<file path="src/rtl/drfa_pkg.sv">
// drfa_pkg: shared widths and stack entry type for the DRFA CPU control path
package drfa_pkg;
  localparam int PC_WIDTH = 9;
  localparam int FLAGS_WIDTH = 4;
  typedef struct packed {
    logic [FLAGS_WIDTH-1:0] flags;
    logic [PC_WIDTH-1:0]    pc;
  } stack_entry_t;
endpackage

</file>
<file path="src/rtl/stack_regfile.sv">
// stack_regfile: spill storage below the top-of-stack, sync write / async read
module stack_regfile
  import drfa_pkg::*;
#(
  parameter int N  = 7,
  parameter int AW = 3
) (
  input  logic          clk,
  input  logic          we,
  input  logic [AW-1:0] waddr,
  input  stack_entry_t  wdata,
  input  logic [AW-1:0] raddr,
  output stack_entry_t  rdata
);
  stack_entry_t mem [N];
  always_ff @(posedge clk)
    if (we) mem[waddr] <= wdata;
  // addresses past the last spill slot occur when depth < 2; the top then loads zero anyway
  assign rdata = raddr < AW'(N) ? mem[raddr] : '0;
endmodule

</file>
<file path="src/rtl/call_stack.sv">
// call_stack: return stack with a show-ahead top register and sticky over/underflow flags
module call_stack
  import drfa_pkg::*;
#(
  parameter int DEPTH = 8
) (
  input  logic                   clk,
  input  logic                   rst,
  input  logic                   in_push_en,
  input  logic                   in_pop_en,
  input  logic [PC_WIDTH-1:0]    in_pc,
  input  logic [FLAGS_WIDTH-1:0] in_flags,
  output logic [PC_WIDTH-1:0]    out_pc,
  output logic [FLAGS_WIDTH-1:0] out_flags,
  output logic [$clog2(DEPTH):0] out_depth,
  output logic                   out_empty,
  output logic                   out_full,
  output logic                   out_overflow,
  output logic                   out_underflow
);
  localparam int AW = $clog2(DEPTH);
  localparam int DW = AW + 1;
  logic [DW-1:0] depth;
  stack_entry_t top, spill_rd, new_entry;
  logic empty, full, do_push, do_tail, do_pop;
  assign new_entry = '{flags: in_flags, pc: in_pc};
  assign empty = depth == '0;
  assign full = depth == DW'(DEPTH);
  // push+pop on an empty stack degrades to a plain push
  assign do_tail = in_push_en && in_pop_en && !empty;
  assign do_push = in_push_en && !full && !do_tail;
  assign do_pop = in_pop_en && !in_push_en && !empty;
  stack_regfile #(.N(DEPTH - 1), .AW(AW)) u_regfile (
    .clk   (clk),
    .we    (do_push && !empty),
    .waddr (AW'(depth - DW'(1))),
    .wdata (top),
    .raddr (AW'(depth - DW'(2))),
    .rdata (spill_rd)
  );
  always_ff @(posedge clk) begin
    if (rst) begin
      depth <= '0;
      top <= '0;
      out_overflow <= 1'b0;
      out_underflow <= 1'b0;
    end else begin
      if (do_push) begin
        top <= new_entry;
        depth <= depth + DW'(1);
      end else if (do_tail) begin
        top <= new_entry;
      end else if (do_pop) begin
        top <= depth >= DW'(2) ? spill_rd : '0;
        depth <= depth - DW'(1);
      end
      if (in_push_en && !in_pop_en && full) out_overflow <= 1'b1;
      if (in_pop_en && !in_push_en && empty) out_underflow <= 1'b1;
    end
  end
  assign out_pc = top.pc;
  assign out_flags = top.flags;
  assign out_depth = depth;
  assign out_empty = empty;
  assign out_full = full;
endmodule
</file>
<file path="config.mk">
export PLATFORM = sky130hd
export DESIGN_NAME = call_stack
export DESIGN_NICKNAME = d
export VERILOG_FILES = /design/src/rtl/drfa_pkg.sv /design/src/rtl/stack_regfile.sv /design/src/rtl/call_stack.sv
export SDC_FILE = /design/constraint.sdc
export NUM_CORES = 1
export LEC_CHECK = 0
export BUFFER_PORTS_ARGS = -buffer_cell sky130_fd_sc_hd__buf_2
export CAP_MARGIN = 0
export CORE_MARGIN = 4
export CORE_UTILIZATION = 40
export CTS_BUF_LIST = sky130_fd_sc_hd__clkbuf_8
export CTS_CLUSTER_DIAMETER = 100
export DETAILED_ROUTE_END_ITERATION = 10
export GPL_TIMING_DRIVEN = 0
export PLACE_DENSITY = 0.63
export SETUP_SLACK_MARGIN = 0.3
export SYNTH_ARGS = -nofsm -noshare
export SYNTH_HDL_FRONTEND = slang
export SYNTH_HIERARCHICAL = 1
export SYNTH_SLANG_ARGS = --single-unit
</file>
<file path="constraint.sdc">
create_clock -name clk -period 6.6 [get_ports clk]
set_input_delay 0.66 -clock clk [delete_from_list [all_inputs] [get_ports clk]]
set_output_delay 0.66 -clock clk [all_outputs]
set_load 0.03 [all_outputs]
</file>
==> impl_metrics.tcl <==
set metrics [dict create \
    synth_edf_count 91 \
    ant_nets 0 \
    ys_ff_latch 110 \
    use_met2_pct 25.4 \
    clk_path_buf_depth 2 \
    ys_warn_count 6 \
    track_usage_pct 15.4 \
    utilization_pct 46.1 \
    grt_pass1_vias 3002 \
    cp_num_buf_inv 1 \
    initial_utilization_pct 40.9 \
    dp_hpwl_mm 6.91 \
    critPathKind "register to register" \
    final_common_cell "edfxtp_1" \
    peakVddDrop_mv 0.142 \
    core_area_um2 12000 \
    syn_area_per_cell_um2 14.3 \
    drv_cap 0 \
    dpl.cell_count 528 \
    wl_per_cell_um 19.4 \
    cp.arrival_ns 3.00 \
    path_cells "inv_1 > ha_1 > xor2_1 > nand2b_1 > nor2_1" \
    drv_slew 0 \
    crit_family "simple AND/OR/NAND/NOR gates" \
    clock_latency_ns 0.38 \
    postCtsSetupBuffers 0 \
    fp.dieW_um 119 \
    hold_violations 0 \
    end_kind "register" \
    fin_cells 544 \
    cts_buffers 9 \
    setup_tns_ns 0 \
    cp.depth 5 \
    cp_max_fo 13 \
    grt_util_met1_pct 20.9 \
    grt_max_degree 21 \
    synthCells 343 \
    fin_crit_sh_pct 45.6 \
    drive_gt1_share_pct 24.7 \
    cp-endpoint "u_regfile/mem[6][11]" \
    slowest_delay_ns 0.99 \
    yosysUniqueCellTypes 46 \
    start_kind "register" \
    ios 38 \
    viasPerCell 5.37 \
    grt.overflow.total 0 \
    fp-row-count 40 \
    syn_nets 366 \
    first_pass_iters 4 \
    area_growth_pct 12.6 \
    grt_antenna_before_repair 0 \
    outcome "completed" \
    critical_path_required_ns 6.59 \
    ff2ff_setup_slack_ns 3.59 \
    critical-path-slowest-cell "nor2_1" \
    fin_skew_ns 0.0125 \
    cts-resized-gates 0 \
    io_buffer_count 36 \
    via_count 2921 \
    crit_start "out_depth[1]" \
    grt_pass1_wl_mm 16.5 \
    slew_headroom_pct 13.6 \
    max_freq_mhz 332 \
    setup_viol_count_final 0 \
    grt-busiest-layer "met2" \
    drc 0 \
    grtUsageMet3_pct 2.99 \
    antenna_cells 0 \
    place.gp.congestion 0.899 \
    rr_worst_depth 5 \
    post-route-min-period_ns 3.01 \
    nets 415 \
    die-height_um 119 \
    tightest_slew_ns 1.29 \
    synth-async-reset-ratio_pct 0 \
    cts.hold.buffers_added 0 \
    final_cell_mix "edfxtp_1, buf_2, mux2i_1" \
    power_leakage_nw 1.95 \
    drt_wl_total_mm 10.5 \
    power.density_nw_per_um2 349 \
    fin_area_um2 5530 \
    ys.flop_type "edfxtp_1" \
    hold_ws_ns 0.488 \
    drt_iter0_markers 143 \
    fillers 1068 \
    ctsHtreeMaxLevel 3 \
    dpl_cell_area_um2 5310 \
    rsz0062_at_grt "no" \
    regToRegStartpoint "out_depth[1]" \
    path_clk_slew_ns 0.10 \
    r2r-end "u_regfile/mem[6][11]" \
    hold_class "register to register" \
    syn_area_um2 4910 \
    yosysSeqAreaShare_pct 63.4 \
    cts_tree "yes" \
    cts-root-buf "clkbuf_8" \
    die-area_um2 14100 \
    cts_num_sinks 110 \
]
[worst min path at each step]
stage                             start             to  cells after the start  slack (ns)
final                     out_underflow  out_underflow                      2        0.49
after global routing      out_underflow  out_underflow                      2        0.52
after CTS                 out_underflow  out_underflow                      2        0.50
after detailed placement  out_underflow  out_underflow                      2        0.47
after global placement    out_underflow  out_underflow                      2        0.46
after floorplan            out_overflow   out_overflow                      2        0.62
[state kept, by name, summed over array words and instances, names as in the netlist]
name,flops
u_regfile/mem,91
out_pc,9
out_depth,4
out_flags,4
out_overflow,1
out_underflow,1
[routing by layer]
metal	part of all wire [%]	vias up
met5	0	-
met4	1.2	0
met3	3.2	10
met2	49	71
met1	47	1441
li1	-	1399
[worst reg2reg max path, cell delays in order, from the launching register on]
cell and delay, ns:
dfxtp_1 0.51, inv_1 0.24, ha_1 0.35, xor2_1 0.39, nand2b_1 0.16, nor2_1 0.99
[metrics by stage]
stage | power [W] | setup slack [ns]
6_report | 0.00193 | 3.59
5_1_grt | 0.00203 | 3.34
4_1_cts | 0.00194 | 3.51
3_5_place_dp | 0.00152 | 3.40
3_3_place_gp | 0.00151 | 2.72
2_1_floorplan | 0.00135 | 3.76
[where the power goes]
group          internal [W]  switching (W)
Sequential         0.000830      0.0000537
Combinational      0.000239       0.000383
Clock              0.000184       0.000239
Total               0.00125       0.000675
[logic make-up after synthesis]
kind of cell    share of synthesized area [%]
xor+xnor                                0.357
simple gates                             12.2
buf+inv                                  4.10
mux                                      8.58
compound gates                           9.91
flops                                    63.4
fa+ha+maj                                1.53
[layout make-up]
type / count / area, um2 / share of cell area [%]
plain buffers: 22 / 179 / 3.23
clock buffers: 9 / 124 / 2.24
clock inverters: 7 / 88.8 / 1.61
inverters: 6 / 22.5 / 0.407
multi-input cells: 205 / 1620 / 29.2
flip-flops and latches: 110 / 3110 / 56.3
well taps: 147 / 184 / 3.33
repair buffers: 38 / 203 / 3.66
[cells in the mapped netlist (2+ instances only)]
library cell	n	share of area, %
a21oi_1	8	0.82
nand2b_1	5	0.64
buf_4	2	0.31
nand3_1	4	0.41
nor2_1	13	0.99
dfxtp_1	19	7.7
nor3_1	2	0.20
buf_2	5	0.51
inv_1	6	0.46
mux2i_1	41	8.4
a221oi_1	2	0.36
or2_1	13	1.7
nor3_2	12	2.4
a22o_1	13	2.3
clkbuf_1	8	0.61
a221oi_2	10	3.1
o21ai_0	2	0.20
ha_1	6	1.5
nor2b_1	18	2.3
nand4_1	2	0.25
buf_6	3	0.69
nand2_1	20	1.5
buf_12	3	1.2
a31oi_1	13	1.7
edfxtp_1	91	56
o22ai_1	2	0.25
(Power assumes the default switching activity.)
